`config.mk`:
```
export PLATFORM = sky130hd
export DESIGN_NAME = bp_fe_fence_sequencer_flat
export DESIGN_NICKNAME = d
export VERILOG_FILES = /design/src/rtl/bp_fe_fence_sequencer_if.sv /design/src/rtl/bp_fe_fence_sequencer.sv /design/src/flat_wrapper.sv
export SDC_FILE = /design/constraint.sdc
export NUM_CORES = 1
export LEC_CHECK = 0
export ABC_AREA = 1
export BUFFER_PORTS_ARGS = -buffer_cell sky130_fd_sc_hd__buf_2
export CORE_AREA = 2 2 39 41
export DETAILED_ROUTE_END_ITERATION = 16
export DIE_AREA = 0 0 41 43
export GPL_ROUTABILITY_DRIVEN = 1
export PLACE_DENSITY = 0.73
export SLEW_MARGIN = 20
export SYNTH_ARGS = -nofsm -noshare
export SYNTH_HDL_FRONTEND = slang
export SYNTH_SLANG_ARGS = --single-unit
```
`constraint.sdc`:
```
create_clock -name clk_i -period 1.9 [get_ports clk_i]
set_input_delay 0.38 -clock clk_i [delete_from_list [all_inputs] [get_ports clk_i]]
set_output_delay 0.38 -clock clk_i [all_outputs]
set_load 0.05 [all_outputs]
```
`src/rtl/bp_fe_fence_sequencer_if.sv`:
```
// Fence sequencer handshake bundle: controller request/done, I$ drain credits,
// and the per-set invalidate valid/yumi channel.
interface bp_fe_fence_sequencer_if #(
    parameter int sets_p = 64
);
    localparam int lg_sets_lp = (sets_p > 1) ? $clog2(sets_p) : 1;

    logic                  fence_v_i;
    logic                  fence_ready_and_o;
    logic                  credits_empty_i;
    logic                  itlb_flush_v_o;
    logic                  inval_v_o;
    logic [lg_sets_lp-1:0] inval_set_o;
    logic                  inval_yumi_i;
    logic                  busy_o;
    logic                  done_v_o;

    modport master (
        output fence_v_i, credits_empty_i, inval_yumi_i,
        input  fence_ready_and_o, itlb_flush_v_o, inval_v_o, inval_set_o, busy_o, done_v_o
    );

    modport slave (
        input  fence_v_i, credits_empty_i, inval_yumi_i,
        output fence_ready_and_o, itlb_flush_v_o, inval_v_o, inval_set_o, busy_o, done_v_o
    );
endinterface

```
`src/rtl/bp_fe_fence_sequencer.sv`:
```
// Front-end fence sequencer: ITLB flush on accept, wait for I$ fills to drain,
// invalidate every I$ set in order, then pulse done.
//
// state   | meaning
// e_idle  | ready for a fence request; handshake flushes the ITLB
// e_drain | waiting for outstanding I$ engine requests to retire
// e_inval | presenting inval_set_o = counter until yumi, then next set
// e_done  | one-cycle completion pulse, back to idle
module bp_fe_fence_sequencer #(
    parameter int sets_p = 64   // icache_sets_p of the default processor config
) (
    input  logic                     clk_i,
    input  logic                     reset_i,
    bp_fe_fence_sequencer_if.slave   fe_if
);
    localparam int lg_sets_lp = (sets_p > 1) ? $clog2(sets_p) : 1;
    localparam logic [lg_sets_lp-1:0] last_set_lp = lg_sets_lp'(sets_p - 1);

    typedef enum logic [1:0] {e_idle, e_drain, e_inval, e_done} state_e;

    state_e                state_r, state_n;
    logic [lg_sets_lp-1:0] cnt_r, cnt_n;
    logic                  ready_c, flush_c, inval_c, busy_c, done_c;

    always_ff @(posedge clk_i) begin
        if (reset_i) begin
            state_r <= e_idle;
            cnt_r   <= '0;
        end else begin
            state_r <= state_n;
            cnt_r   <= cnt_n;
        end
    end

    always_comb begin
        state_n = state_r;
        cnt_n   = cnt_r;
        ready_c = 1'b0;
        flush_c = 1'b0;
        inval_c = 1'b0;
        busy_c  = 1'b0;
        done_c  = 1'b0;
        case (state_r)
            e_idle: begin
                ready_c = 1'b1;
                if (fe_if.fence_v_i) begin
                    flush_c = 1'b1;
                    state_n = e_drain;
                    cnt_n   = '0;
                end
            end
            e_drain: begin
                busy_c = 1'b1;
                if (fe_if.credits_empty_i) state_n = e_inval;
            end
            e_inval: begin
                busy_c  = 1'b1;
                inval_c = 1'b1;
                if (fe_if.inval_yumi_i) begin
                    if (cnt_r == last_set_lp) begin
                        state_n = e_done;
                        cnt_n   = '0;
                    end else begin
                        cnt_n = cnt_r + lg_sets_lp'(1);
                    end
                end
            end
            e_done: begin
                busy_c  = 1'b1;
                done_c  = 1'b1;
                state_n = e_idle;
            end
            default: state_n = e_idle;
        endcase
    end

    // Outputs are held low for the whole reset cycle, whatever state is registered.
    assign fe_if.fence_ready_and_o = ready_c & ~reset_i;
    assign fe_if.itlb_flush_v_o    = flush_c & ~reset_i;
    assign fe_if.inval_v_o         = inval_c & ~reset_i;
    assign fe_if.inval_set_o       = reset_i ? '0 : cnt_r;
    assign fe_if.busy_o            = busy_c & ~reset_i;
    assign fe_if.done_v_o          = done_c & ~reset_i;

    a_yumi_needs_valid: assert property (@(posedge clk_i) disable iff (reset_i)
        fe_if.inval_yumi_i |-> fe_if.inval_v_o);

    a_inval_held: assert property (@(posedge clk_i) disable iff (reset_i)
        (fe_if.inval_v_o && !fe_if.inval_yumi_i) |=> (fe_if.inval_v_o && $stable(fe_if.inval_set_o)));

    a_done_single: assert property (@(posedge clk_i) disable iff (reset_i)
        fe_if.done_v_o |=> !fe_if.done_v_o);
endmodule

```
`src/flat_wrapper.sv`:
```
// flat-port wrapper written by rule: the top's interface ports become plain ports
module bp_fe_fence_sequencer_flat 
#(
    parameter int sets_p = 64                                                   
)
  (clk_i, reset_i, fe_if_fence_v_i, fe_if_credits_empty_i, fe_if_inval_yumi_i, fe_if_fence_ready_and_o, fe_if_itlb_flush_v_o, fe_if_inval_v_o, fe_if_inval_set_o, fe_if_busy_o, fe_if_done_v_o);
  bp_fe_fence_sequencer_if #(.sets_p(sets_p)) fe_if_i ();
  input  logic clk_i;
  input  logic reset_i;
  input wire logic [$bits(fe_if_i.fence_v_i)-1:0] fe_if_fence_v_i;
  input wire logic [$bits(fe_if_i.credits_empty_i)-1:0] fe_if_credits_empty_i;
  input wire logic [$bits(fe_if_i.inval_yumi_i)-1:0] fe_if_inval_yumi_i;
  output wire logic [$bits(fe_if_i.fence_ready_and_o)-1:0] fe_if_fence_ready_and_o;
  output wire logic [$bits(fe_if_i.itlb_flush_v_o)-1:0] fe_if_itlb_flush_v_o;
  output wire logic [$bits(fe_if_i.inval_v_o)-1:0] fe_if_inval_v_o;
  output wire logic [$bits(fe_if_i.inval_set_o)-1:0] fe_if_inval_set_o;
  output wire logic [$bits(fe_if_i.busy_o)-1:0] fe_if_busy_o;
  output wire logic [$bits(fe_if_i.done_v_o)-1:0] fe_if_done_v_o;
  assign fe_if_i.fence_v_i = fe_if_fence_v_i;
  assign fe_if_i.credits_empty_i = fe_if_credits_empty_i;
  assign fe_if_i.inval_yumi_i = fe_if_inval_yumi_i;
  assign fe_if_fence_ready_and_o = fe_if_i.fence_ready_and_o;
  assign fe_if_itlb_flush_v_o = fe_if_i.itlb_flush_v_o;
  assign fe_if_inval_v_o = fe_if_i.inval_v_o;
  assign fe_if_inval_set_o = fe_if_i.inval_set_o;
  assign fe_if_busy_o = fe_if_i.busy_o;
  assign fe_if_done_v_o = fe_if_i.done_v_o;
  bp_fe_fence_sequencer #(.sets_p(sets_p)) u_core (.clk_i(clk_i), .reset_i(reset_i), .fe_if(fe_if_i));
endmodule
```
Yosys cells after proc, flatten, opt, wreduce, memory -nomap -nowiden:

Index checks and enable logic that the tools add are counted.

* add/subtract/negate cells: 1
* eq/ne operators: 8
* mux-type cells: 16
* bitwise gates (word level): 6
* reduce and logical (&&, ||, !) cells: 5

Operators by type and width (number)
* 6-bit two-way mux: 4
* 6-bit one-hot mux with 2 select lines: 1
* 2-bit two-way mux: 4
* 2-bit one-hot mux with 4 select lines: 1
* 6-bit by 1-bit adder with 6-bit output, second input constant: 1
* 6-bit == test, second input constant: 1
* 1-bit two-way mux: 6
* 2-bit != test, second input constant: 3
* 1-bit AND: 5
* 2-bit == test, second input constant: 2
* 4-bit AND reduction: 1
* 3-bit AND reduction: 1
* 3-bit OR reduction: 1
* 2-bit by 1-bit == test with 1-bit output, second input constant: 1
* 2-bit zero test: 1
* 2-bit by 1-bit != test with 1-bit output, second input constant: 1
* 2-bit nonzero test: 1
* 1-bit NOT: 1

* register bits: 8
* input bits: 5
* output and inout bits: 11
* word-level logic and storage cells: 38

Logic depth before layout (Yosys ltp):

Gate-level depths: netlist (run 1).

* word-level depth: 4
* mapped depth: 9
* mapped depth without buffers: 9

Least setup slack after synthesis (run 1):

Ideal clock, no wire load.

* path type: reg-to-output
* start: reg u_core.state_r[0]
* end: out fe_if_itlb_flush_v_o
* arrival time: 1.741 ns
* required time: 1.520 ns
* path slack: -0.221 ns
* stages on the path, launching flop included: 5
* path buffers: 0
* cells stage by stage: dfxtp_1 inv_1 ha_1 inv_1 nor3_1

* cells in the longest elaborated chain, start to end: 3

Ends and longest elaborated chain
* start, declared: RTL line bp_fe_fence_sequencer.sv:21 `state_e state_r, state_n;`
* start signal, assigned: RTL line bp_fe_fence_sequencer.sv:27 `state_r <= e_idle;`
* start signal, assigned: RTL line bp_fe_fence_sequencer.sv:30 `state_r <= state_n;`
* 2-bit zero test: RTL line bp_fe_fence_sequencer.sv:43 `case (state_r)`
* 1-bit two-way mux: RTL line bp_fe_fence_sequencer.sv:43
* 1-bit AND: RTL line bp_fe_fence_sequencer.sv:79 `assign fe_if.itlb_flush_v_o = flush_c & ~reset_i;`
* end, declared: RTL line flat_wrapper.sv:14 `output wire logic [$bits(fe_if_i.itlb_flush_v_o)-1:0] fe_if_itlb_flush_v_o;`

Every way passes these cells.

Worst setup path after layout (run 1):

Same ends and word-level chain as after synthesis.

==> results of run 1 <==
-- power breakdown --
part | internal [W] | total, W | switching [W]
Combinational | 0.000158 | 0.000504 | 0.000346
Clock | 0.0000726 | 0.000135 | 0.0000628
Sequential | 0.000192 | 0.000215 | 0.0000235
Total | 0.000423 | 0.000855 | 0.000432
-- cells in the final DEF (no fill, tap or decap) --
| cell | instances |
|---|---|
| nand3b_1 | 1 |
| nand2_2 | 1 |
| inv_1 | 18 |
| buf_2 | 14 |
| nand4_1 | 2 |
| nand3_1 | 2 |
| nand3b_2 | 1 |
| nor2_1 | 18 |
| a21boi_0 | 1 |
| a31oi_1 | 1 |
| nor3_2 | 2 |
| dfxtp_1 | 8 |
| nor2_2 | 1 |
| o21ai_0 | 1 |
| nor2_8 | 1 |
| xor2_1 | 1 |
| a21oi_1 | 3 |
| ha_1 | 5 |
| o21ai_2 | 1 |
| o21ai_1 | 1 |
| clkbuf_4 | 4 |
| nand2_1 | 16 |
-- kinds of logic (layout without fill, tap and decap cells) --
group           Yosys count  count (layout)  share of synthesized area
simple gates             45              45                      0.381
buf+inv                  19              36                      0.128
compound gates            8               8                     0.0837
flops                     8               8                      0.282
fa+ha+maj                 5               5                      0.110
xor+xnor                  1               1                     0.0154
-- timing repair --
action	4_1_cts	5_1_grt
hold buffers	0	0
endpoints found under the setup margin	0	1
resized for setup	0	1
-- worst max-delay path by stage --
stage | slack (ps) | start | endpoint | cells past startpoint
floorplan | 170 | u_core.state_r[0] | fe_if_inval_v_o | 4
global placement | 400 | u_core.state_r[1] | fe_if_itlb_flush_v_o | 5
detailed placement | 370 | u_core.state_r[0] | fe_if_itlb_flush_v_o | 5
CTS | 80 | u_core.state_r[0] | fe_if_itlb_flush_v_o | 5
global route | 7 | u_core.state_r[0] | fe_if_inval_v_o | 5
finish | 110 | u_core.state_r[0] | fe_if_itlb_flush_v_o | 5
-- routing by layer --
layer | global-route usage | up-vias
met5 | 0 | -
met4 | 0.0667 | 0
met3 | 0.0576 | 2
met2 | 0.234 | 18
met1 | 0.187 | 250
li1 | - | 297
-- sequential cells by signal (all words and copies together), names as in the netlist --
register        flops
u_core.state_r      2
u_core.cnt_r        6
-- worst min-delay path, stage by stage (launching register included) --
cell	delay, ps
dfxtp_1	330
nand2_1	70
a21oi_1	50
-- synthesized netlist by cell type --
cell type   n
inv_1      18
nor2_1     18
nand2_1    16
dfxtp_1     8
ha_1        5
a21oi_1     3
nand3_1     2
nand4_1     2
a21boi_0    1
a31oi_1     1
buf_2       1
nand2_2     1
nand3b_1    1
nand3b_2    1
nor2_2      1
nor2_8      1
nor3_1      1
nor3_2      1
o21ai_0     1
o21ai_1     1
o21ai_2     1
xor2_1      1
-- area by class of cell --
cell class | count | area [um^2] | area share
multi-input combinational | 59 | 340 | 0.495
timing repair buffer | 15 | 77.6 | 0.113
clock buffer | 3 | 22.5 | 0.0327
tap | 16 | 20.0 | 0.0291
inverter | 18 | 67.6 | 0.0982
sequential | 8 | 160 | 0.233
-- stage by stage --
stage / hold WS, ps / worst slack, ps / area, um^2 / cells
floorplan: 456 / 170 / 573 / 86
global placement: 475 / 402 / 663 / 116
detailed placement: 490 / 366 / 663 / 116
CTS: 497 / 84.8 / 686 / 119
global route: 511 / 7.42 / 688 / 119
finish: 497 / 108 / 688 / 119
==> run metrics, run 1 <==
cell area after synthesis around 570 um^2; final hold vios 0; Cell variety after synth 22; top cell type's share of synthesized area 0.282; die height ~43 um; CTS Buf Count 3; Max transition margin 0.812; Synth Net Count between 90 and 100; core footprint ~1400 um^2; slew of the pin with the lowest slew margin 282 ps; Syn. warnings 0; RSZ-0062 raised after global routing no; fmax between 0.5 and 0.6 GHz; DRT Pass-1 Iters 4; status finished, final reports clean; leakage power between 0.3 and 0.4 nW; Startpoint Class flip-flop; GPL Wtd Cong 0.780; crit path buf inv count 3; Max VDD drop 493 uV; I/O pin cnt 16; worst-path maximum fanout 4; share of layout cells above drive strength 1 0.243; maxcap violations 0; CP Data Arrival Time 1410 ps; total gr overflow 0; Worst setup EP type output port; Avg WL per Cell between 9 and 10 um; Seq/Total Area, Yosys 0.282; max incr delay on CP about 340 ps; wire length on met2 between 500 and 600 um; Die Width approximately 41 um; PD cells 1240 nW/um^2; # nets final roughly 120; min-delay src u_core.cnt_r[0]; Worst R2R Start u_core.state_r[0]; postcts setup bufs 0; Max Slew Vio Count 0; Residual DRC 0; crit-path cells inv_1 > ha_1 > inv_1 > nor3_2 > clkbuf_4; die area between 1500 and 2000 um^2; via count around 570; post-DP HPWL slightly above 900 um; min cycle time layout between 1500 and 2000 ps; metal3 WL ~52 um; htree depth 1; antenna violations before repair 0; hold path cells 2; worst endpoint required time about 1500 ps; antenna violation net count after detailed routing 0; crit share post-route 0.943; fill cell count ~140; M1 wire length 521 um; IO Port Bufs 15; DRT iter0 DRCs 17; Seq cells post-synth 8; clock skew between 1 and 1.5 ps; reg-to-reg setup timing slack roughly 400 ps; cell accounting for the most synthesized area dfxtp_1; total power 0.000855 W; total wire length about 1200 um; maximum root-to-sink buffer count 2; reg-to-reg endpoint u_core.state_r[1]; critical path type reg -> out; Site Rows 14; CP dominant cell by count inv_1; synth top area cells dfxtp_1 (28%), inv_1 (12%), nor2_1 (12%), ha_1 (11%), nand2_1 (11%); final core occ 0.497; largest net degree at the start of global routing 13; post-synthesis cell count 86; TNS Setup 0 ps; vias in the first global route a little under 500; clock-pin transition on the worst setup and hold timing paths ~60 ps; DR vias/cell 4.76; Worst Hold End u_core.cnt_r[0]; area grow syn2layout 21.1%; Hold Path Class reg -> reg; Initial Util 0.410; Top Metal Used met4; CTS tree yes; R2R depth 8; critical path's top delay family buffers and inverters; GRT Total Usage 0.155; Clock Latency Late Sink approximately 250 ps; synthesized area per cell approximately 6.6 um^2; Diodes inserted 0; clock sink count 8; slowest CP cell dfxtp_1; final setup vio count 0; first-pass GRT wire length around 1900 um; Root Driver clkbuf_4
Power figures use the tool's default switching activity.
==> run 2, diff against run 1 <==
--- a/config.mk
+++ b/config.mk
@@ -12,6 +12,7 @@
 export DIE_AREA = 0 0 41 43
 export GPL_ROUTABILITY_DRIVEN = 1
 export PLACE_DENSITY = 0.73
+export RECOVER_POWER = 25
 export SLEW_MARGIN = 20
 export SYNTH_ARGS = -nofsm -noshare
 export SYNTH_HDL_FRONTEND = slang
==> run 2 against run 1 <==
  * First-iteration DRC count unchanged
  * Final area decreased by 0.73%
  * Combinational power about the same
  * Worst hold slack about the same
  * Clock power about the same
  * Wire length about the same
  * Sequential cell count unchanged
  * Global-route usage unchanged
  * Largest cell class unchanged
==> run metrics, run 2 (synthesis results as in run 1) <==
Residual DRC 0 (unchanged); first-pass GRT wire length 1900 um (unchanged); Max VDD drop 493 uV (about the same); clock sink count 8 (unchanged); clock skew 0.655 ps (was 1.25 ps); I/O pin cnt 16 (unchanged); largest registers u_core.cnt_r: 6 flops, u_core.state_r: 2 flops (unchanged); hold buffer count at cts 0 (unchanged); via count 564 (was 567); maxcap violations 0 (unchanged); Hold Path Class reg -> reg (unchanged); die area 1760 um^2 (unchanged); postcts setup bufs 0 (unchanged); critical path type reg -> out (unchanged); htree depth 1 (unchanged); CP Data Arrival Time 1420 ps (was 1410 ps); reg-to-reg setup timing slack 390 ps (was 400 ps); RSZ-0062 raised after global routing no (unchanged); register with the most flip-flops u_core.cnt_r (unchanged); worst-path maximum fanout 4 (unchanged); vias in the first global route 489 (unchanged); PD cells 1250 nW/um^2 (was 1240 nW/um^2); Cell Count, Final, Fillers Out 119 (unchanged); maximum root-to-sink buffer count 2 (unchanged); Max transition margin 0.606 (was 0.812); Initial Util 0.410 (unchanged); leakage power 0.343 nW (was 0.360 nW); DRT Pass-1 Iters 4 (unchanged); fmax 0.557 GHz (was 0.558 GHz); Diodes inserted 0 (unchanged); Root Driver clkbuf_4 (unchanged); hold_ws 497 ps (about the same); GPL Wtd Cong 0.780 (unchanged); crit share post-route 0.945 (was 0.943); post-DP HPWL 907 um (unchanged); antenna violations before repair 0 (unchanged); CTS Buf Count 3 (unchanged); final hold vios 0 (unchanged); Site Rows 14 (unchanged); TNS Setup 0 ps (unchanged); DR vias/cell 4.74 (was 4.76); core footprint 1380 um^2 (unchanged); die height 43 um (unchanged); CTS tree yes (unchanged); Max Slew Vio Count 0 (unchanged); DRT iter0 DRCs 17 (unchanged); Worst setup startpoint u_core.state_r[0] (unchanged); status finished, final reports clean (unchanged); commonest non-fill, non-tap cells in the layout inv_1 (18), nor2_1 (18), nand2_1 (16) (unchanged); Startpoint Class flip-flop (unchanged); crit path capture fe_if_itlb_flush_v_o (unchanged); total wire length 1160 um (about the same); clock-pin transition on the worst setup and hold timing paths 60 ps (about the same); Avg WL per Cell 9.71 um (about the same); slew of the pin with the lowest slew margin 594 ps (was 282 ps); R2R depth 8 (unchanged); IO Port Bufs 15 (unchanged); Worst setup EP type output port (unchanged); worst endpoint required time 1520 ps (about the same); dpl cells 116 (unchanged); share of layout cells above drive strength 1 0.204 (was 0.243); area grow syn2layout 20.3% (was 21.1%); reg-to-reg endpoint u_core.state_r[1] (unchanged); # nets final 115 (unchanged); final setup vio count 0 (unchanged); Die Width 41 um (unchanged); min cycle time layout 1800 ps (was 1790 ps); GRT Total Usage 0.155 (unchanged); Clock Latency Late Sink 250 ps (about the same); total gr overflow 0 (unchanged); antenna violation net count after detailed routing 0 (unchanged); largest net degree at the start of global routing 13 (unchanged); Worst R2R Start u_core.state_r[0] (unchanged); final core occ 0.494 (was 0.497); max reg flops 6 (unchanged)
## run 2: worst min-delay path by stage
stage	from	endpoint	slack, ps	depth (start not counted)
after floorplan	u_core.cnt_r[0]	u_core.cnt_r[0]	460	2
after global placement	u_core.cnt_r[0]	u_core.cnt_r[0]	470	2
after detailed placement	u_core.cnt_r[0]	u_core.cnt_r[0]	490	2
after CTS	u_core.cnt_r[0]	u_core.cnt_r[0]	500	2
after global routing	u_core.cnt_r[0]	u_core.cnt_r[0]	510	2
final	u_core.cnt_r[0]	u_core.cnt_r[0]	500	2
## run 2: routing by layer
layer	part of all wire	GRT usage	wire (um)
met1	0.45	0.187	517
met2	0.50	0.234	576
met3	0.048	0.0576	56
met4	0.0052	0.0667	6
met5	0	0	0
## run 2: critical path, cell delays in order (launching register included)
cell and delay, ps:
dfxtp_1 340, inv_1 90, ha_1 240, inv_1 90
nor3_2 150, clkbuf_4 250
## run 2: cell type report
| class | count | area [um^2] |
|---|---|---|
| Fill cell | 142 | 701 |
| Multi-Input combinational cell | 59 | 340 |
| Clock buffer | 3 | 22.5 |
| Timing Repair Buffer | 15 | 72.6 |
| Tap cell | 16 | 20.0 |
| Sequential cell | 8 | 160 |
| Inverter | 18 | 67.6 |
## run 2: power by group
group | switching (W) | internal, W
sequential | 0.0000235 | 0.000192
clock | 0.0000623 | 0.0000726
combinational | 0.000345 | 0.000158
## run 2: what timing repair did
item                                    CTS  global route
hold endpoints to repair                  0             0
endpoints found under the setup margin    0             1
resized for setup                         0             1
## run 2: through the flow
stage          setup WS, ps  total power [W]  cell area, um^2
2_1_floorplan           170         0.000625              573
3_3_place_gp            402         0.000704              663
3_5_place_dp            366         0.000714              663
5_1_grt                7.42         0.000920              683
6_report                105         0.000853              683
4_1_cts                84.8         0.000855              686
==> run 3, diff against run 2 <==
==> constraint.sdc (replaced) <==
create_clock -name clk_i -period 1.9 [get_ports clk_i]
set_input_delay 0.285 -clock clk_i [delete_from_list [all_inputs] [get_ports clk_i]]
set_output_delay 0.285 -clock clk_i [all_outputs]
set_load 0.05 [all_outputs]
==> run 3 against run 2 <==
  * Wire length increased by 2.2%
  * Final cell count unchanged
  * Die area unchanged
  * Total power decreased by 0.93%
  * Final area decreased by 0.37%
  * Critical path depth unchanged
  * Maximum frequency increased by 6.4%
  * First-iteration DRC count decreased by 35%
  * Global-route usage increased by 0.99 points
  * Setup slack improved by 110 ps
  * Highest routed layer unchanged
==> run metrics, run 3 (synthesis results as in run 1) <==
status finished, final reports clean (unchanged); Power Internal 0.000421 W (was 0.000422 W); Worst setup startpoint u_core.state_r[1] (was u_core.state_r[0]); hold buffer count at cts 0 (unchanged); multi-input logic area 340 um^2 (unchanged); crit-path cells inv_1 > ha_1 > inv_1 > nor3_2 > buf_2 (was inv_1 > ha_1 > inv_1 > nor3_2 > clkbuf_4); # nets final 115 (unchanged); maxcap violations 0 (unchanged); reg-to-reg endpoint u_core.state_r[1] (unchanged); R2R depth 8 (unchanged); Max VDD drop 538 uV (was 493 uV); min cycle time layout 1690 ps (was 1800 ps); register area 160 um^2 (unchanged); largest net degree at the start of global routing 13 (unchanged); crit path buf inv count 3 (unchanged); total gr overflow 0 (unchanged); max incr delay on CP 340 ps (about the same); postcts setup bufs 0 (unchanged); Post-CTS Resized 0 (unchanged); Max Slew Vio Count 0 (unchanged); DRT Pass-1 Iters 4 (unchanged); sequential share of power 0.254 (was 0.253); combinational power share 0.588 (was 0.589); worst endpoint required time 1620 ps (was 1520 ps); total power 0.000845 W (was 0.000853 W); IO Port Bufs 15 (unchanged); critical path's top delay family buffers and inverters (unchanged); crit share post-route 0.888 (was 0.945); Diodes inserted 0 (unchanged); worst-path maximum fanout 4 (unchanged); TNS Setup 0 ps (unchanged); CP dominant cell by count inv_1 (unchanged); Clock Latency Late Sink 250 ps (about the same); leakage power 0.343 nW (about the same); DRT iter0 DRCs 11 (was 17); maximum root-to-sink buffer count 2 (unchanged); DR vias/cell 4.72 (was 4.74); commonest non-fill, non-tap cells in the layout inv_1 (18), nor2_1 (18), nand2_1 (16) (unchanged); net switching power 0.000424 W (was 0.000430 W); clock skew 1.89 ps (was 0.655 ps); register with the most flip-flops u_core.cnt_r (unchanged); total wire length 1180 um (was 1160 um); clock power share 0.158 (about the same); Residual DRC 0 (unchanged); final setup vio count 0 (unchanged); final hold vios 0 (unchanged); die height 43 um (unchanged); antenna violations before repair 0 (unchanged); Critical Path Stages 5 (unchanged); CP Data Arrival Time 1400 ps (was 1420 ps); RSZ-0062 raised after global routing no (unchanged); Switching Share 0.502 (was 0.505); post-DP HPWL 952 um (was 907 um); PD cells 1240 nW/um^2 (was 1250 nW/um^2); htree depth 1 (unchanged); largest registers u_core.cnt_r: 6 flops, u_core.state_r: 2 flops (unchanged); Site Rows 14 (unchanged); slowest CP cell dfxtp_1 (unchanged); max reg flops 6 (unchanged); Root Driver clkbuf_4 (unchanged); Max transition margin 0.606 (about the same); share of layout cells above drive strength 1 0.204 (unchanged); Initial Util 0.410 (unchanged); crit path capture fe_if_itlb_flush_v_o (unchanged); I/O pin cnt 16 (unchanged); Hold Path Class reg -> reg (unchanged); Die Width 41 um (unchanged); clock sink count 8 (unchanged); fill cell count 145 (was 142); reg-to-reg setup timing slack 420 ps (was 390 ps); clock-pin transition on the worst setup and hold timing paths 60 ps (about the same); first-pass GRT wire length 2010 um (was 1900 um); Worst setup EP type output port (unchanged); GRT Total Usage 0.165 (was 0.155); Startpoint Class flip-flop (unchanged); slew of the pin with the lowest slew margin 594 ps (about the same); critical path type reg -> out (unchanged); CTS tree yes (unchanged); core footprint 1380 um^2 (unchanged); final core occ 0.492 (was 0.494); hold_ws 495 ps (was 497 ps); Avg WL per Cell 9.92 um (was 9.71 um); die area 1760 um^2 (unchanged); antenna violation net count after detailed routing 0 (unchanged); area grow syn2layout 19.8% (was 20.3%); Worst R2R Start u_core.state_r[1] (was u_core.state_r[0]); GPL Wtd Cong 0.762 (was 0.780); vias in the first global route 523 (was 489); fmax 0.593 GHz (was 0.557 GHz); via count 562 (was 564); CTS Buf Count 3 (unchanged)
run 3: cell types whose count changed in the layout (fill, tap and decap cells not counted), sizes merged:
cell	delta
buf	+1
clkbuf	-1
run 3: worst min path at each step:
stage                     cells after the start  slack [ps]               to            start
final                                         2         500  u_core.cnt_r[0]  u_core.cnt_r[0]
after global routing                          2         520  u_core.cnt_r[0]  u_core.cnt_r[0]
after CTS                                     2         500  u_core.cnt_r[0]  u_core.cnt_r[0]
after detailed placement                      2         490  u_core.cnt_r[0]  u_core.cnt_r[0]
after global placement                        2         490  u_core.cnt_r[0]  u_core.cnt_r[0]
after floorplan                               2         460  u_core.cnt_r[0]  u_core.cnt_r[0]
run 3: metal layers:
layer	wire length (um)	GRT usage	vias up
li1	-	-	298
met1	522	0.177	253
met2	604	0.275	9
met3	35	0.0628	2
met4	19	0.0600	0
met5	0	0	-
run 3: final cells by class:
class                           instances  share of cell area
Sequential cell                         8               0.235
Clock buffer                            3              0.0331
Inverter                               18              0.0993
Tap cell                               16              0.0294
Timing Repair Buffer                   15               0.103
Multi-Input combinational cell         59               0.500
run 3: metrics by stage:
stage | setup slack [ps] | cell area (um^2) | std cells
6_report | 213 | 681 | 119
5_1_grt | 102 | 681 | 119
4_1_cts | 207 | 686 | 119
3_5_place_dp | 425 | 663 | 116
3_3_place_gp | 464 | 663 | 116
2_1_floorplan | 250 | 573 | 86
run 3: power groups by stage:
| stage | Sequential, W | Clock [W] | Combinational (W) |
|---|---|---|---|
| 6_report | 0.000215 | 0.000133 | 0.000497 |
| 5_1_grt | 0.000219 | 0.000145 | 0.000547 |
| 4_1_cts | 0.000214 | 0.000137 | 0.000498 |
| 3_5_place_dp | 0.000218 | 0 | 0.000496 |
| 3_3_place_gp | 0.000216 | 0 | 0.000482 |
| 2_1_floorplan | 0.000213 | 0 | 0.000413 |
run 3: worst min-delay path, stage by stage, from the launching register on:
cell and delay, ps:
dfxtp_1 330, nand2_1 70, a21oi_1 50
